[src/rtl/sky130_as_sc_hs_bist.sv]
// BIST engine for the sky130_as_sc_hs cell set: Galois LFSR stimulus, MISR response compaction.
// Optional golden-signature comparator enabled by defining SC_HS_BIST_CMP_EN.
module sky130_as_sc_hs_bist #(
  parameter int unsigned NUM_PATTERNS = 256,
  parameter int unsigned RESP_LAT     = 1,
  parameter logic [15:0] GOLDEN       = 16'h0000
) (
  input  logic        CLK,
  input  logic        RST_N,
  input  logic        START,
  input  logic        ABORT,
  output logic [15:0] STIM,
  input  logic [15:0] RESP,
  output logic        BUSY,
  output logic        DONE,
  output logic [15:0] SIGNATURE,
  output logic        PASS
);

  localparam int unsigned W  = 16;
  localparam int unsigned FW = 2;
  localparam logic [W-1:0]  LFSR_SEED  = 16'hACE1;
  localparam logic [W-1:0]  POLY       = 16'hB400;
  localparam logic [W-1:0]  LAST_PAT   = W'(NUM_PATTERNS - 1);
  localparam logic [W-1:0]  LAT_W      = W'(RESP_LAT);
  localparam logic [FW-1:0] LAST_FLUSH = FW'(RESP_LAT - 1);

  typedef enum logic [2:0] {
    S_IDLE,
    S_SEED,
    S_RUN,
    S_FLUSH,
    S_DONE
  } state_t;

  function automatic logic [W-1:0] galois(input logic [W-1:0] v);
    return {1'b0, v[W-1:1]} ^ (v[0] ? POLY : '0);
  endfunction

  state_t          state_q, state_d;
  logic [W-1:0]    lfsr_q, lfsr_d;
  logic [W-1:0]    misr_q, misr_d;
  logic [W-1:0]    pat_q, pat_d;
  logic [FW-1:0]   flush_q, flush_d;
  logic            busy_q, busy_d;
  logic            done_q, done_d;

  // Next-state, datapath and registered-output decode; ABORT overrides everything.
  always_comb begin
    state_d = state_q;
    lfsr_d  = lfsr_q;
    misr_d  = misr_q;
    pat_d   = pat_q;
    flush_d = flush_q;
    if (ABORT) begin
      state_d = S_IDLE;
    end else begin
      unique case (state_q)
        S_IDLE: begin
          if (START) state_d = S_SEED;
        end
        S_SEED: begin
          lfsr_d  = LFSR_SEED;
          misr_d  = '0;
          pat_d   = '0;
          flush_d = '0;
          state_d = S_RUN;
        end
        S_RUN: begin
          lfsr_d = galois(lfsr_q);
          pat_d  = pat_q + W'(1);
          // Responses to the first RESP_LAT vectors are still in the CUT pipeline.
          if (pat_q >= LAT_W) misr_d = galois(misr_q) ^ RESP;
          if (pat_q == LAST_PAT) state_d = (RESP_LAT == 0) ? S_DONE : S_FLUSH;
        end
        S_FLUSH: begin
          misr_d  = galois(misr_q) ^ RESP;
          flush_d = flush_q + FW'(1);
          if (flush_q == LAST_FLUSH) state_d = S_DONE;
        end
        S_DONE: begin
          if (START) state_d = S_SEED;
        end
        default: state_d = S_IDLE;
      endcase
    end
    busy_d = (state_d == S_SEED) || (state_d == S_RUN) || (state_d == S_FLUSH);
    done_d = (state_d == S_DONE);
  end

  always_ff @(posedge CLK or negedge RST_N) begin
    if (!RST_N) begin
      state_q <= S_IDLE;
      lfsr_q  <= LFSR_SEED;
      misr_q  <= '0;
      pat_q   <= '0;
      flush_q <= '0;
      busy_q  <= 1'b0;
      done_q  <= 1'b0;
    end else begin
      state_q <= state_d;
      lfsr_q  <= lfsr_d;
      misr_q  <= misr_d;
      pat_q   <= pat_d;
      flush_q <= flush_d;
      busy_q  <= busy_d;
      done_q  <= done_d;
    end
  end

  assign STIM      = lfsr_q;
  assign SIGNATURE = misr_q;
  assign BUSY      = busy_q;
  assign DONE      = done_q;

`ifdef SC_HS_BIST_CMP_EN
  logic pass_q, pass_d;

  // Verdict is latched on entry to DONE and held until the next seed or abort.
  always_comb begin
    pass_d = pass_q;
    if (ABORT || (state_d == S_SEED)) begin
      pass_d = 1'b0;
    end else if ((state_d == S_DONE) && (state_q != S_DONE)) begin
      pass_d = (misr_d == GOLDEN);
    end
  end

  always_ff @(posedge CLK or negedge RST_N) begin
    if (!RST_N) pass_q <= 1'b0;
    else        pass_q <= pass_d;
  end

  assign PASS = pass_q;
`else
  logic unused_golden;
  assign unused_golden = ^GOLDEN;
  assign PASS = 1'b0;
`endif

endmodule

[config.mk]
export PLATFORM = sky130hd
export DESIGN_NAME = sky130_as_sc_hs_bist
export DESIGN_NICKNAME = d
export VERILOG_FILES = /design/src/rtl/sky130_as_sc_hs_bist.sv
export SDC_FILE = /design/constraint.sdc
export NUM_CORES = 1
export LEC_CHECK = 0
export ABC_AREA = 1
export CORE_ASPECT_RATIO = 1.25
export CORE_MARGIN = 4
export CORE_UTILIZATION = 48
export DETAILED_ROUTE_END_ITERATION = 10
export PLACE_DENSITY_LB_ADDON = 0.12
export SETUP_SLACK_MARGIN = 0.15
export SLEW_MARGIN = 40
export SYNTH_ARGS = -nofsm -noshare
export SYNTH_HDL_FRONTEND = slang
export SYNTH_SLANG_ARGS = --single-unit
export TNS_END_PERCENT = 1
[constraint.sdc]
create_clock -name CLK -period 1.4 [get_ports CLK]
set_input_delay 0.28 -clock CLK [delete_from_list [all_inputs] [get_ports CLK]]
set_output_delay 0.28 -clock CLK [all_outputs]
set_load 0.01 [all_outputs]
Word level (Yosys, flattened, before mapping)
Cells that the tools add are included.
{"block": "totals", "reg_bits": 55, "word_cells": 47, "input_bits": 20}
{"block": "op_classes", "n_eq_ne": 10, "magnitude_cmp": 1, "bitwise_logic": 4, "reduce_logical": 11, "n_mux": 12, "addsub": 2}
{"operator": "16-bit case mux with 2 select lines", "n": 2}
{"operator": "16-bit two-way mux", "n": 3}
{"operator": "16-bit case mux with 3 select lines", "n": 1}
{"operator": "15-bit by 16-bit XOR with 16-bit output", "n": 2}
{"operator": "16-bit by 1-bit adder with 16-bit output, second input constant", "n": 1}
{"operator": "16-bit by 8-bit equality test with 1-bit output, second input constant", "n": 1}
{"operator": "16-bit by 1-bit greater-or-equal comparator with 1-bit output, second input constant", "n": 1}
{"operator": "16-bit XOR", "n": 1}
{"operator": "3-bit by 2-bit equality test with 1-bit output, second input constant", "n": 4}
{"operator": "3-bit two-way mux", "n": 4}
{"operator": "3-bit case mux with 4 select lines", "n": 1}
{"operator": "3-bit by 1-bit equality test with 1-bit output, second input constant", "n": 2}
{"operator": "3-bit equality test, second input constant", "n": 2}
{"operator": "2-bit case mux with 2 select lines", "n": 1}
{"operator": "2-bit AND reduction", "n": 2}
{"operator": "2-bit nonzero test", "n": 2}
{"operator": "3-bit logical NOT", "n": 1}
{"operator": "3-bit AND reduction", "n": 1}
{"operator": "3-bit nonzero test", "n": 1}
{"operator": "2-bit by 1-bit adder with 2-bit output, second input constant", "n": 1}
{"operator": "2-bit logical NOT", "n": 1}
{"operator": "1-bit logical OR", "n": 2}
{"operator": "2-bit inequality test, second input constant", "n": 1}
{"operator": "2-bit OR reduction", "n": 1}
{"operator": "1-bit NOT", "n": 1}

Depth between registers and ports, before layout
Gate-level depths: netlist of run 1.
{"block": "logic_depth", "word_depth": 7, "mapped_depth": 10, "depth_no_buf": 9}

Worst setup path after synthesis of run 1
No wires, ideal clock.
{"block": "synth_path", "kind": "flip-flop to flip-flop", "startpoint": "register pat_q[1]", "endpoint": "register misr_q[3], in the netlist SIGNATURE[3]", "path_buffers": 1, "path_stages_with_launch": 10, "path_slack_ns": -0.041, "setup_time_ns": 0.117, "t_required_ns": 1.283, "arrival_ns": 1.324, "period_less_slack_ns": 1.441, "path_cell_list": "dfrtp_1 -> inv_1 -> ha_1 -> nor2_1 -> nand3_1 -> nor2_1 -> nand3_4 -> nand2_4 -> buf_6 -> o21ai_2"}
{"block": "synth_between", "elab_chain_cells": 3}
{"item": "from (decl)", "line": "43", "rtl": "logic [W-1:0] pat_q, pat_d;"}
{"item": "from (signal assigned)", "line": "104", "rtl": "pat_q <= pat_d;"}
{"item": "16-bit by 1-bit greater-or-equal comparator with 1-bit output", "line": "73", "rtl": "if (pat_q >= LAT_W) misr_d = galois(misr_q) ^ RESP;"}
{"item": "2-bit inequality test (no line)"}
{"item": "3-bit AND reduction (no line)"}
{"item": "to (signal assigned)", "line": "103", "rtl": "misr_q <= misr_d;"}
{"item": "to (decl)", "line": "42", "rtl": "logic [W-1:0] misr_q, misr_d;"}
Every way passes these cells.
A chain may end at the register's enable or synchronous reset.

Worst setup path in the final report of run 1
{"block": "layout_path", "startpoint": "register state_q[2]", "endpoint": "register misr_q[2], in the netlist SIGNATURE[2]"}
{"block": "layout_between", "elab_chain_cells": 3, "elab_cells_between_ends": 7, "classes_between": "eq/ne: 4; mux: 1; reduce/logical: 2"}
{"item": "from (decl)", "line": "40", "rtl": "state_t state_q, state_d;"}
{"item": "from (signal assigned)", "line": "101", "rtl": "state_q <= state_d;"}
{"item": "3-bit by 2-bit equality test with 1-bit output or 3-bit by 1-bit equality test with 1-bit output (tied branches)", "line": "58", "rtl": "unique case (state_q)"}
{"item": "2-bit inequality test (no line) or 3-bit nonzero test (tied branches)"}
{"item": "3-bit AND reduction (no line)"}
Several ways; a longest one is shown, not always the timed one.

==> results of run 1 <==
-- sequential cells by signal, summed over array words and instances (netlist names) --
signal	count
DONE	1
flush_q	2
state_q	3
SIGNATURE	16
BUSY	1
STIM	16
pat_q	16
-- per-layer routing --
layer	up-vias	GRT usage
met5	-	0
met4	0	0.0520
met3	11	0.0369
met2	39	0.339
met1	1270	0.225
li1	1374	-
-- critical path: cells and delay by family, from the launching register on --
family,cells,cell delay (ns)
compound gates,1,0.05
flops,1,0.48
buf+inv,2,0.35
simple gates,3,0.56
-- worst max-delay path by stage --
stage	slack, ns	to	cells past startpoint
3_5_place_dp	-0.38	pat_q[9]	8
4_1_cts	-0.12	SIGNATURE[10]	9
5_1_grt	-0.17	SIGNATURE[2]	9
2_1_floorplan	-0.007	SIGNATURE[13]	9
6_report	-0.12	SIGNATURE[2]	6
3_3_place_gp	-0.29	pat_q[9]	8
-- cells in the mapped netlist (5+ instances only) --
library cell,count,share of area
o21ai_0,8,0.013
o22ai_1,6,0.012
nand4_1,11,0.022
inv_1,48,0.058
a22oi_1,5,0.012
dfstp_2,8,0.067
nand2_2,21,0.042
nor2_1,28,0.034
o21ai_2,16,0.045
nand2_1,81,0.097
dfrtp_1,47,0.38
nand3_1,20,0.032
xor2_1,15,0.042
-- layout by cell type, fill, tap and decap left out, drive strengths merged --
| master | synthesis | final |
|---|---|---|
| o21bai | 1 | 1 |
| conb | 1 | 1 |
| nand3 | 22 | 22 |
| nand2 | 105 | 105 |
| o21ai | 27 | 27 |
| inv | 51 | 52 |
| a22oi | 6 | 6 |
| xnor2 | 4 | 4 |
| clkbuf | 0 | 24 |
| xor2 | 15 | 15 |
| dlygate4sd3 | 0 | 1 |
| clkdlybuf4s15 | 0 | 4 |
| o22ai | 6 | 6 |
| nor2 | 33 | 33 |
| dfstp | 8 | 8 |
| ha | 4 | 4 |
| nand4 | 11 | 11 |
| a32oi | 1 | 1 |
| or2 | 4 | 4 |
| dfrtp | 47 | 47 |
| buf | 10 | 71 |
| clkinvlp | 0 | 1 |
| clkdlybuf4s50 | 0 | 18 |
| nor3 | 3 | 3 |
| a21oi | 6 | 6 |
-- layout make-up --
| class | count | area [sq um] |
|---|---|---|
| fill | 533 | 1950 |
| clock inverter | 2 | 16.3 |
| clock buffer | 6 | 72.6 |
| sequential | 55 | 1390 |
| multi-input combinational | 249 | 1520 |
| inverter | 51 | 196 |
| timing repair buffer | 112 | 992 |
| tap | 85 | 106 |
-- timing repair --
item,in CTS,in global routing
setup buffers,14,1
resized for setup,113,39
endpoints found under the setup margin,85,81
hold buffers,1,0
pin swaps,1,10
cloned,1,2
endpoints found under the hold margin,47,0
-- where the power goes --
group,internal (W),switching [W],leakage (nW)
combinational,0.000937,0.000892,1.40
sequential,0.00190,0.000199,0.719
clock,0.000361,0.000524,0.0418
total,0.00320,0.00161,2.16
-- kinds of logic after synthesis --
family / Yosys count
flops: 55
buf+inv: 61
fa+ha+maj: 4
other cells: 1
simple gates: 178
compound gates: 47
xor+xnor: 19
-- through the flow --
step	util	instances	setup TNS, ns	cell area (sq um)
after floorplan	-	365	-0.0105	3140
final	0.688	560	-1.65	4300
after global placement	0.644	533	-10.59	4020
after detailed placement	0.644	533	-11.48	4020
after CTS	0.685	557	-1.83	4280
after global routing	0.688	560	-3.39	4300
==> flow_metrics.py, run 1 <==
metrics = {
    "clock_network": {
        "insertion_delay_ns": 0.31,
        "htreeDepth": 2,
        "clk_path_buf_depth": 2,
        "numCtsBuffers": 5,
        "cts_tree": "built",
        "clock_sinks": 55,
        "path_clk_slew_ns": 0.10,
        "ctsRootBufferMaster": "clkbuf_8",
    },
    "setup_path": {
        "slowest_stage": "dfrtp_2",
        "r2r-end": "SIGNATURE[2]",
        "cp.arrival_ns": 1.74,
        "cp-start-kind": "flip-flop",
        "r2r_setup_slack_ns": -0.12,
        "critPathLaunch": "state_q[2]",
        "end_kind": "flip-flop",
        "crit_path_max_fanout": 8,
        "rr_worst_depth": 6,
        "crit_type": "flip-flop to flip-flop",
        "r2r_start": "state_q[2]",
        "cpPeakStageDelay_ns": 0.48,
        "worstPathCellList": "buf_4 -> nor3_2 -> nand2_8 -> clkbuf_16 -> nand2_2 -> o21ai_2",
        "worstPathRequired_ns": 1.61,
    },
    "yosys": {
        "synth.distinct_cells": 37,
        "ys_seq_elements": 55,
        "synth-compound-area-share": 0.111,
        "synthSimpleGateAreaFrac": 0.280,
        "syn-cell-area_sq_um": 3130,
        "synth_fa_ha_area_frac": 0.0160,
        "synth-edff-count": 0,
        "synthFlopType": "dfrtp_1",
        "syn_area_per_cell_sq_um": 8.58,
        "synthCells": 365,
        "yosysWarnings": 0,
        "synthMuxAreaShare": 0,
        "synth-seq-area-share": 0.443,
        "synth_top_family_by_area": "simple AND/OR/NAND/NOR gates",
        "synthArstFlopShare": 1.00,
        "mappedNetlistNets": 389,
        "synth_xor_area_frac": 0.0532,
    },
    "grt": {
        "grt_antenna_before_repair": 0,
        "grt_max_degree": 56,
        "grt_pass1_wl_um": 12100,
        "track_usage": 0.188,
        "grt_pass1_vias": 2730,
        "overflow": 0,
    },
    "routing": {
        "drt_pass1_iterations": 4,
        "dr_wl_met3_um": 290,
        "wirelength_um": 7250,
        "top_layer": "met4",
        "drt_iter0_markers": 76,
        "drt-met1-wl_um": 3060,
        "routedWlPerCell_um": 12.9,
        "wl_met2_um": 3790,
        "drc_errors": 0,
        "vias": 2694,
        "via_per_inst": 4.81,
        "antenna_left": 0,
    },
    "die": {
        "ios": 55,
        "num_rows": 32,
        "initial_core_util": 0.501,
        "fp.dieW_um": 80.2,
        "die_area_sq_um": 7890,
        "core_sq_um": 6250,
        "die_y_um": 98.3,
    },
    "sta": {
        "finClkSkew_ns": 0.0102,
        "finalCriticalPeriod_ns": 1.52,
        "setup_ws_ns": -0.124,
        "rsz0062_at_grt": "true",
        "fin_crit_sh": 1.09,
        "max_freq_ghz": 0.656,
        "maxSlewViolCount": 0,
        "hold_viol": 0,
        "whs_ns": 0.486,
        "setup_violations": 21,
    },
    "layout": {
        "nets": 498,
        "syn2layout_area_growth_pct": 37.2,
        "diodes": 0,
        "drive_gt1_frac": 0.389,
    },
    "status": {
        "run_status": "finished with violations",
        "violations": "negative setup slack",
    },
    "job": {
        "max_cap_viol_count": 0,
    },
    "pwr": {
        "ir_drop_mv": 0.800,
        "power_leakage_nw": 2.16,
        "power_w": 0.00482,
        "power_density_nw_per_um2": 1120,
    },
    "place": {
        "dp_slack_ns": -0.375,
        "gp_congestion": 0.895,
        "dp_hpwl_um": 4960,
        "port_buffers": 53,
    },
    "worst_hold_path": {
        "hp-class": "input pin to async pin",
    },
}
Note: power is estimated with default switching activity, not from simulation.
==> inputs of run 2 (changes only) <==
--- a/config.mk
+++ b/config.mk
@@ -6,9 +6,11 @@
 export NUM_CORES = 1
 export LEC_CHECK = 0
 export ABC_AREA = 1
+export CELL_PAD_IN_SITES_DETAIL_PLACEMENT = 0
+export CELL_PAD_IN_SITES_GLOBAL_PLACEMENT = 1
 export CORE_ASPECT_RATIO = 1.25
 export CORE_MARGIN = 4
-export CORE_UTILIZATION = 48
+export CORE_UTILIZATION = 36
 export DETAILED_ROUTE_END_ITERATION = 10
 export PLACE_DENSITY_LB_ADDON = 0.12
 export SETUP_SLACK_MARGIN = 0.15
==> run 2 against run 1 <==
Net effect:
- the run still ends with negative setup slack left
- first-iteration DRC count increased by 18%
- largest cell class unchanged
- combinational power about the same
- hold slack got worse by 0.0019 ns
- utilization decreased by 16 points
- die area increased by 30%
- critical path depth increased by 3
- cell count increased by 5.5%
- wire length increased by 3.1%
==> flow_metrics.py, run 2 (synthesis gave the netlist of run 1 again) <==
metrics = {
    "status": {
        "run_status": "finished with violations",
        "violations": "negative setup slack",
    },
    "grt": {
        "grt_pass1_vias": 2787,
        "grt_pass1_wl_um": 13000,
        "overflow": 0,
        "track_usage": 0.155,
        "grt_max_degree": 56,
        "grt_antenna_before_repair": 0,
    },
    "layout": {
        "drive_gt1_frac": 0.397,
        "ff_latch_area_sq_um": 1390,
        "syn2layout_area_growth_pct": 40.4,
        "multiInputGateArea_sq_um": 1550,
        "final_core_util": 0.525,
        "mostFrequentLayoutCells": "nand2_1, inv_1, buf_4",
        "n_fill_cell": 805,
        "layout_commonest_cell": "nand2_1",
        "nets": 497,
        "finalNonFillerCells": 591,
        "diodes": 0,
        "fin_area_sq_um": 4400,
    },
    "setup_path": {
        "cp.arrival_ns": 1.75,
        "path_buf_inv": 1,
        "worstPathRequired_ns": 1.65,
        "slowest_stage": "dfrtp_1",
        "cpPeakStageDelay_ns": 0.43,
        "end_kind": "flip-flop",
        "path_delay_family": "simple AND/OR/NAND/NOR gates",
        "crit_type": "flip-flop to flip-flop",
        "rr_worst_depth": 9,
        "r2r_start": "pat_q[0]",
        "worstPathCellList": "ha_2 -> nor2_1 -> nand3_2 -> nor2_4 -> nand3_4 -> nand2_8 -> clkbuf_16 -> nand2_2 -> o21ai_2",
        "r2r_setup_slack_ns": -0.10,
        "crit_path_max_fanout": 7,
        "cp-start-kind": "flip-flop",
        "critPathLaunch": "pat_q[0]",
        "r2r-end": "SIGNATURE[10]",
    },
    "routing": {
        "routedWlPerCell_um": 12.6,
        "via_per_inst": 4.56,
        "antenna_left": 0,
        "drc_errors": 0,
        "drt_pass1_iterations": 6,
        "drt_iter0_markers": 90,
        "wirelength_um": 7470,
        "vias": 2694,
    },
    "pwr": {
        "swShare": 0.321,
        "p_int_w": 0.00353,
        "power_w": 0.00521,
        "power_frac_seq": 0.402,
        "p_comb_frac": 0.354,
        "p_sw_w": 0.00167,
        "power_leakage_nw": 2.18,
        "ir_drop_mv": 0.658,
        "power_frac_clock": 0.244,
        "power_density_nw_per_um2": 1180,
    },
    "clock_network": {
        "clk_path_buf_depth": 2,
        "htreeDepth": 2,
        "clock_sinks": 55,
        "path_clk_slew_ns": 0.10,
        "cts_tree": "built",
        "ctsRootBufferMaster": "clkbuf_8",
        "insertion_delay_ns": 0.32,
        "numCtsBuffers": 5,
    },
    "sta": {
        "hold_viol": 0,
        "rsz0062_at_grt": "true",
        "finClkSkew_ns": 0.00925,
        "setup_violations": 18,
        "finalCriticalPeriod_ns": 1.50,
        "max_freq_ghz": 0.665,
        "setup_ws_ns": -0.103,
        "fin_crit_sh": 1.07,
        "maxSlewViolCount": 0,
    },
    "place": {
        "port_buffers": 53,
        "dp_cells": 576,
        "dp_hpwl_um": 5310,
        "gp_congestion": 0.750,
        "post_dp_cell_area_sq_um": 4140,
    },
    "die": {
        "initial_core_util": 0.374,
        "core_sq_um": 8380,
        "die_area_sq_um": 10300,
        "ios": 55,
        "die_y_um": 112,
        "num_rows": 37,
        "fp.dieW_um": 91.4,
    },
    "job": {
        "max_cap_viol_count": 0,
    },
    "worst_hold_path": {
        "hp-class": "input pin to async pin",
    },
}
run 2: repair_timing:
action                     CTS  global route
setup endpoints to repair   85            74
buffers inserted             4             0
hold buffers                 1             0
cloned                       1             1
hold endpoints to repair    47             0
pin swaps                   13             8
gates resized for setup    138            23
run 2: stage by stage:
stage / TNS, ns / hold slack [ns] / setup slack (ns)
2_1_floorplan: -0.0105 / -0.0156 / -0.00681
3_5_place_dp: -10.74 / 0.306 / -0.312
6_report: -1.51 / 0.484 / -0.103
3_3_place_gp: -9.40 / 0.306 / -0.244
5_1_grt: -4.21 / 0.505 / -0.195
4_1_cts: -2.54 / 0.498 / -0.167
run 2: worst max path at each step:
| stage | cells after the start | slack (ns) | end |
|---|---|---|---|
| 6_report | 9 | -0.10 | SIGNATURE[10] |
| 3_5_place_dp | 8 | -0.31 | pat_q[10] |
| 2_1_floorplan | 9 | -0.007 | SIGNATURE[13] |
| 5_1_grt | 9 | -0.19 | SIGNATURE[2] |
| 3_3_place_gp | 8 | -0.24 | pat_q[10] |
| 4_1_cts | 9 | -0.17 | SIGNATURE[6] |
run 2: metal layers:
metal,track usage,up-vias,part of all wire
met4,0.0483,0,0.012
met3,0.0302,5,0.037
li1,-,1370,-
met5,0,-,0
met1,0.187,1269,0.43
met2,0.276,50,0.52
run 2: worst reg2reg max path: cells and delay by family, from the launching register on:
kind	cells	cell delay, ns
simple gates	6	0.61
compound gates	1	0.05
buf+inv	1	0.17
flops	1	0.43
fa+ha+maj	1	0.19
run 2: cell type report:
type	count	share of cell area
Inverter	51	0.0441
Multi-Input combinational cell	249	0.352
Tap cell	117	0.0333
Clock inverter	3	0.0154
Sequential cell	55	0.316
Clock buffer	5	0.0157
Timing Repair Buffer	111	0.224
run 2: power groups by stage:
stage | sequential [W] | clock (W) | combinational [W]
finish | 0.00210 | 0.00127 | 0.00184
global route | 0.00213 | 0.00137 | 0.00203
CTS | 0.00210 | 0.00130 | 0.00184
detailed placement | 0.00212 | 0 | 0.00180
global placement | 0.00211 | 0 | 0.00177
floorplan | 0.00224 | 0 | 0.000752
==> inputs of run 3 (changes only) <==
--- a/config.mk
+++ b/config.mk
@@ -14,7 +14,6 @@
 export DETAILED_ROUTE_END_ITERATION = 10
 export PLACE_DENSITY_LB_ADDON = 0.12
 export SETUP_SLACK_MARGIN = 0.15
-export SLEW_MARGIN = 40
 export SYNTH_ARGS = -nofsm -noshare
 export SYNTH_HDL_FRONTEND = slang
 export SYNTH_SLANG_ARGS = --single-unit
==> results of run 3 <==
The final DEF is identical to that of run 2; final timing and power are the same.
